<file path="config.mk">
export PLATFORM = sky130hd
export DESIGN_NAME = neuron_mac_stage
export DESIGN_NICKNAME = d
export VERILOG_FILES = /design/src/rtl/neuron_mac_stage.sv
export SDC_FILE = /design/constraint.sdc
export NUM_CORES = 1
export LEC_CHECK = 0
export CAP_MARGIN = 15
export CORE_ASPECT_RATIO = 1.75
export CORE_MARGIN = 3
export CORE_UTILIZATION = 55
export CTS_BUF_LIST = sky130_fd_sc_hd__clkbuf_4
export DETAILED_ROUTE_END_ITERATION = 10
export GPL_ROUTABILITY_DRIVEN = 0
export MAX_ROUTING_LAYER = met4
export PLACE_DENSITY = 0.73
export SLEW_MARGIN = 20
export SYNTH_ARGS = -nofsm -noshare
export SYNTH_HDL_FRONTEND = slang
export SYNTH_SLANG_ARGS = --single-unit
</file>
<file path="constraint.sdc">
create_clock -name clk -period 7.6 [get_ports clk]
set_input_delay 1.52 -clock clk [delete_from_list [all_inputs] [get_ports clk]]
set_output_delay 1.52 -clock clk [all_outputs]
set_load 0.02 [all_outputs]
</file>
<file path="src/rtl/neuron_mac_stage.sv">
// ---------------------------------------------------------------------------
// neuron_mac_stage
//
// Sequential multiply-accumulate stage of one neuron. Streams N_INPUTS signed
// Q4.4 x/w pairs, one per accepted handshake. Each full-precision product is
// summed into a wide accumulator. The bias is then added, the sum is rescaled
// back to Q4.4 and saturated. The 8-bit result is held on z_value until the
// activation stage takes it.
//
// Handshakes (both sides): a transfer happens on a rising clk edge where
// valid && ready are both high. The producer holds its data stable while valid
// is high and ready is low. in_ready and out_valid are functions of the FSM
// state only, and never depend on in_valid or out_ready.
//
// Ports
//   clk        : system clock, rising edge
//   rst        : asynchronous active-low reset
//   in_valid   : x/w pair presented
//   in_ready   : block can accept a pair this cycle (ACC state)
//   x, w       : signed Q4.4 activation / weight
//   bias       : signed Q4.4 bias, stable from the first accepted pair to out_valid
//   out_valid  : z_value holds a result that has not been consumed yet
//   out_ready  : downstream accepts z_value
//   z_value    : signed saturated pre-activation, Q4.4
//   count      : pairs accepted for the current result
//   fsm_state  : current FSM state (debug): 0=ACC, 1=FIN, 2=OUT
// ---------------------------------------------------------------------------
module neuron_mac_stage #(
  parameter int N_INPUTS  = 4,
  parameter int DATA_W    = 8,
  parameter int FRAC_BITS = 4,
  parameter int ACC_W     = 20,
  localparam int CNT_W    = $clog2(N_INPUTS + 1)
) (
  input  logic                     clk,
  input  logic                     rst,
  input  logic                     in_valid,
  output logic                     in_ready,
  input  logic signed [DATA_W-1:0] x,
  input  logic signed [DATA_W-1:0] w,
  input  logic signed [DATA_W-1:0] bias,
  output logic                     out_valid,
  input  logic                     out_ready,
  output logic signed [DATA_W-1:0] z_value,
  output logic [CNT_W-1:0]         count,
  output logic [1:0]               fsm_state
);

  localparam int PROD_W = 2 * DATA_W;

  typedef enum logic [1:0] {
    ST_ACC = 2'd0,
    ST_FIN = 2'd1,
    ST_OUT = 2'd2
  } state_t;

  // Count value at which the accepted pair is the last one of the result.
  localparam logic [CNT_W-1:0] LAST_CNT = CNT_W'(N_INPUTS - 1);

  // Saturation bounds of the DATA_W-bit signed result, widened to ACC_W.
  localparam logic signed [ACC_W-1:0] Z_MAX_W =
    {{(ACC_W-DATA_W+1){1'b0}}, {(DATA_W-1){1'b1}}};
  localparam logic signed [ACC_W-1:0] Z_MIN_W =
    {{(ACC_W-DATA_W+1){1'b1}}, {(DATA_W-1){1'b0}}};
  localparam logic signed [DATA_W-1:0] Z_MAX = {1'b0, {(DATA_W-1){1'b1}}};
  localparam logic signed [DATA_W-1:0] Z_MIN = {1'b1, {(DATA_W-1){1'b0}}};

  state_t                    state;
  logic signed [ACC_W-1:0]   acc;

  logic signed [PROD_W-1:0]  prod;
  logic signed [ACC_W-1:0]   prod_ext;
  logic signed [ACC_W-1:0]   bias_ext;
  logic signed [ACC_W-1:0]   bias_scaled;
  logic signed [ACC_W-1:0]   sum;
  logic signed [ACC_W-1:0]   q;
  logic signed [DATA_W-1:0]  z_sat;
  logic                      in_fire;
  logic                      out_fire;

  assign in_ready  = (state == ST_ACC);
  assign fsm_state = state;
  assign in_fire   = in_valid && in_ready;
  assign out_fire  = out_valid && out_ready && (state == ST_OUT);

  // Datapath: full-width product, bias alignment to the product's Q format,
  // floor rescale (arithmetic shift rounds toward -inf), then clamp.
  always_comb begin
    prod        = x * w;
    prod_ext    = {{(ACC_W-PROD_W){prod[PROD_W-1]}}, prod};
    bias_ext    = {{(ACC_W-DATA_W){bias[DATA_W-1]}}, bias};
    bias_scaled = bias_ext <<< FRAC_BITS;
    sum         = acc + bias_scaled;
    q           = sum >>> FRAC_BITS;
    z_sat       = q[DATA_W-1:0];
    if (q > Z_MAX_W) begin
      z_sat = Z_MAX;
    end else if (q < Z_MIN_W) begin
      z_sat = Z_MIN;
    end
  end

  always_ff @(posedge clk or negedge rst) begin
    if (!rst) begin
      state     <= ST_ACC;
      acc       <= '0;
      count     <= '0;
      z_value   <= '0;
      out_valid <= 1'b0;
    end else begin
      case (state)
        ST_ACC: begin
          if (in_fire) begin
            acc   <= acc + prod_ext;
            count <= count + 1'b1;
            if (count == LAST_CNT) begin
              state <= ST_FIN;
            end
          end
        end
        ST_FIN: begin
          z_value   <= z_sat;
          out_valid <= 1'b1;
          state     <= ST_OUT;
        end
        ST_OUT: begin
          // z_value is not cleared here. It keeps the last result until
          // the next FIN overwrites it.
          if (out_fire) begin
            out_valid <= 1'b0;
            acc       <= '0;
            count     <= '0;
            state     <= ST_ACC;
          end
        end
        default: begin
          state <= ST_ACC;
        end
      endcase
    end
  end

endmodule
</file>
==> reports/qor.yml <==
critical_path:
  crit_path_frequent_cell: "fa_1"
  critical_path.max_fanout: 8
  reg2reg_from: "acc[6]"
  start_kind: "input port"
  reg2reg_setup_slack_ns: 2.45
  crit_type: "input port to flip-flop"
  timing.critical_path.arrival_ns: 6.97
  r2r_end: "acc[14]"
  cp-end-kind: "flip-flop"
  critical_path.cell_chain: "clkdlybuf4s50_1 -> nand2_1 -> inv_1 -> fa_1 -> inv_1 -> fa_1 -> inv_1 -> fa_1 -> fa_1 -> ha_1 -> ha_1 -> a21o_1 -> a21o_1 -> a21o_1 -> a21oi_1 -> o21ai_0 -> a211oi_1 -> mux2i_1 -> nand2_1"
  critPathSlowestCell: "clkdlybuf4s50_1"
  worst_ep_required_time_ns: 7.85
  cpPeakStageDelay_ns: 0.56
  worst_r2r_path_depth: 18
global_route:
  grt_pass1_vias: 4819
  globalRouteTotalUtil_pct: 23.7
  grt_antenna_before_repair: 0
  grt_first_pass_wirelength_um: 22400
  grt_max_degree: 35
  grt-ovfl-total: 0
sta:
  timing.final.crit_share_pct: 88.4
  fmaxAchievable_ghz: 0.149
  final_max_slew_viol_count: 0
  worstMarginPinSlew_ns: 0.812
  finalWorstPathRequiredPeriod_ns: 6.72
  timing.final.hold_violations: 0
  unrepaired_setup_endpoints_after_global_routing: "false"
  setup_viol: 0
  slew_headroom_pct: 45.8
  setup_total_negative_slack_ns: 0
  timing.clock.skew_ns: 0.0132
synthesis:
  synth_cells: 608
  post_synth_fa_ha_maj_area_fraction_pct: 45.2
  async_reset_ff_share_pct: 100
  synth_nets: 788
  avg_inst_size_synth_um2: 9.36
  synth-seq-area-share_pct: 15.0
  parity_gate_share_of_the_synthesized_area_counting_xor_and_xnor_cells_pct: 4.46
  combinational_family_with_the_most_area_after_synthesis: "adder cells"
  synthesis.yosys.warnings: 0
  yosys_register_bits: 34
  synth-main-ff-cell: "dfrtp_1"
  synthSimpleGateAreaFrac_pct: 14.6
  syn_area_um2: 5690
  synth_compound_area_share_pct: 12.8
  synth-edff-count: 0
  synth_cell_type_count: 58
  muxShareOfSynthArea_pct: 0.352
finish:
  layout-area-overhead-vs-synth_pct: 11.0
  final_net_count: 833
  drive_above_1_share_pct: 3.06
  num_antenna_cells: 0
  most-common-layout-cells: "inv_1 (109), fa_1 (89), ha_1 (63)"
  multi_input_comb_area_um2: 4400
  sequential_cell_area_um2: 851
  finish.utilization_pct: 63.4
  mostFrequentLayoutCell: "inv_1"
  fillerInstances: 859
route:
  vias: 4332
  ant_nets: 0
  drt_pass1_iterations: 4
  vias_per_cell: 5.56
  routedWlPerCell_um: 15.9
  drc: 0
  drtIter0Drc: 142
  wirelength_um: 12400
clocking:
  clkSinkCount: 34
  cts_made_buffers: 5
  cts_max_level: 2
  post_cts.resized_instances: 0
  tritoncts: "done"
  cts_hold_buffers: 0
  postCtsSetupBuffers: 0
  clkLatencyLatePin_ns: 0.35
  clk_transition_reported_paths_ns: 0.13
  ctsLongestPathBuffers: 2
  clock_tree.root_cell: "clkbuf_4"
die:
  top_level_ports: 43
  core_um2: 9970
  initial_utilization_pct: 57.1
  core.rowCount: 48
  fp.dieArea_um2: 11700
  die_width_um: 82.9
  chipHeight_um: 141
placed_design:
  dpl.hpwl_um: 10600
  numPortBuffers: 42
run_status:
  run_status: "finished clean"
run:
  cap_violations: 0
min_path:
  worst_hold_startpoint: "z_value[7]"
  hold_path.class: "flip-flop to flip-flop"
  timing.hold.worst_path_depth: 2
  min_delay_worst_endpoint: "z_value[7]"
-- flip-flops by register name, indices dropped and copies added (netlist names) --
| signal | count |
|---|---|
| acc | 20 |
| count | 3 |
| out_valid | 1 |
| z_value | 8 |
| fsm_state | 2 |
-- worst max-delay path by stage --
stage | startpoint | endpoint | depth (start not counted)
after floorplan | w[1] | acc[19] | 18
after global placement | x[7] | acc[19] | 19
after detailed placement | x[7] | acc[19] | 19
after CTS | x[7] | acc[19] | 19
after global routing | x[7] | acc[19] | 19
final | x[7] | acc[19] | 19
-- per-layer routing --
metal / track usage, % / routed length [µm] / vias to the layer above
met1: 27.0 / 4860 / 2124
li1: - / - / 2073
met2: 44.1 / 6880 / 104
met3: 2.06 / 354 / 31
met4: 6.55 / 316 / 0
met5: - / 0 / -
-- critical path, delay by kind of cell --
kind            cells  cell delay, ns
compound gates      6            1.30
fa+ha+maj           6            2.76
buf+inv             4            0.85
mux                 1            0.22
simple gates        2            0.31
-- final cells by class --
| class | count | area share [%] |
|---|---|---|
| clock buffer | 5 | 0.594 |
| clock inverter | 3 | 0.257 |
| inverter | 110 | 6.54 |
| multi-input combinational | 457 | 69.7 |
| sequential | 34 | 13.5 |
| tap | 125 | 2.48 |
| timing repair buffer | 45 | 7.01 |
-- synthesized netlist by cell type, types with 3 or more instances --
cell type | number | area [µm²]
o22ai_1 | 7 | 43.8
nor2_1 | 27 | 101
a221oi_1 | 3 | 26.3
nand3_1 | 10 | 50.1
ha_1 | 63 | 788
clkbuf_1 | 6 | 22.5
nand2_1 | 61 | 229
xnor2_1 | 18 | 158
nor3_1 | 8 | 40.0
dfrtp_1 | 34 | 851
and2_1 | 36 | 225
nor2b_1 | 5 | 31.3
a21oi_1 | 21 | 105
fa_1 | 89 | 1780
inv_1 | 109 | 409
a21o_1 | 8 | 60.1
nand2b_1 | 4 | 25.0
a22o_1 | 6 | 52.6
xor2_1 | 11 | 96.3
o21ai_0 | 31 | 155
-- logic make-up (layout without fill, tap and decap cells) --
family / after synthesis / after routing
flip-flops: 34 / 34
XOR/XNOR: 29 / 29
AND/OR/NAND/NOR: 168 / 168
adder cells (fa/ha/maj): 152 / 152
buffers and inverters: 117 / 163
multiplexers: 2 / 2
AO/OA/AOI/OAI: 106 / 106
-- metrics by stage --
stage,area [µm²],instances,hold slack [ns],setup slack (ns)
after floorplan,5690,608,0.469,1.17
after global placement,6260,771,0.472,0.603
after detailed placement,6260,771,0.477,0.531
after CTS,6320,779,0.513,0.888
after global routing,6320,779,0.538,0.531
final,6320,779,0.505,0.879
Power is not shown: default switching activity piles up to over one toggle a cycle in this logic, so the estimate is an artifact.
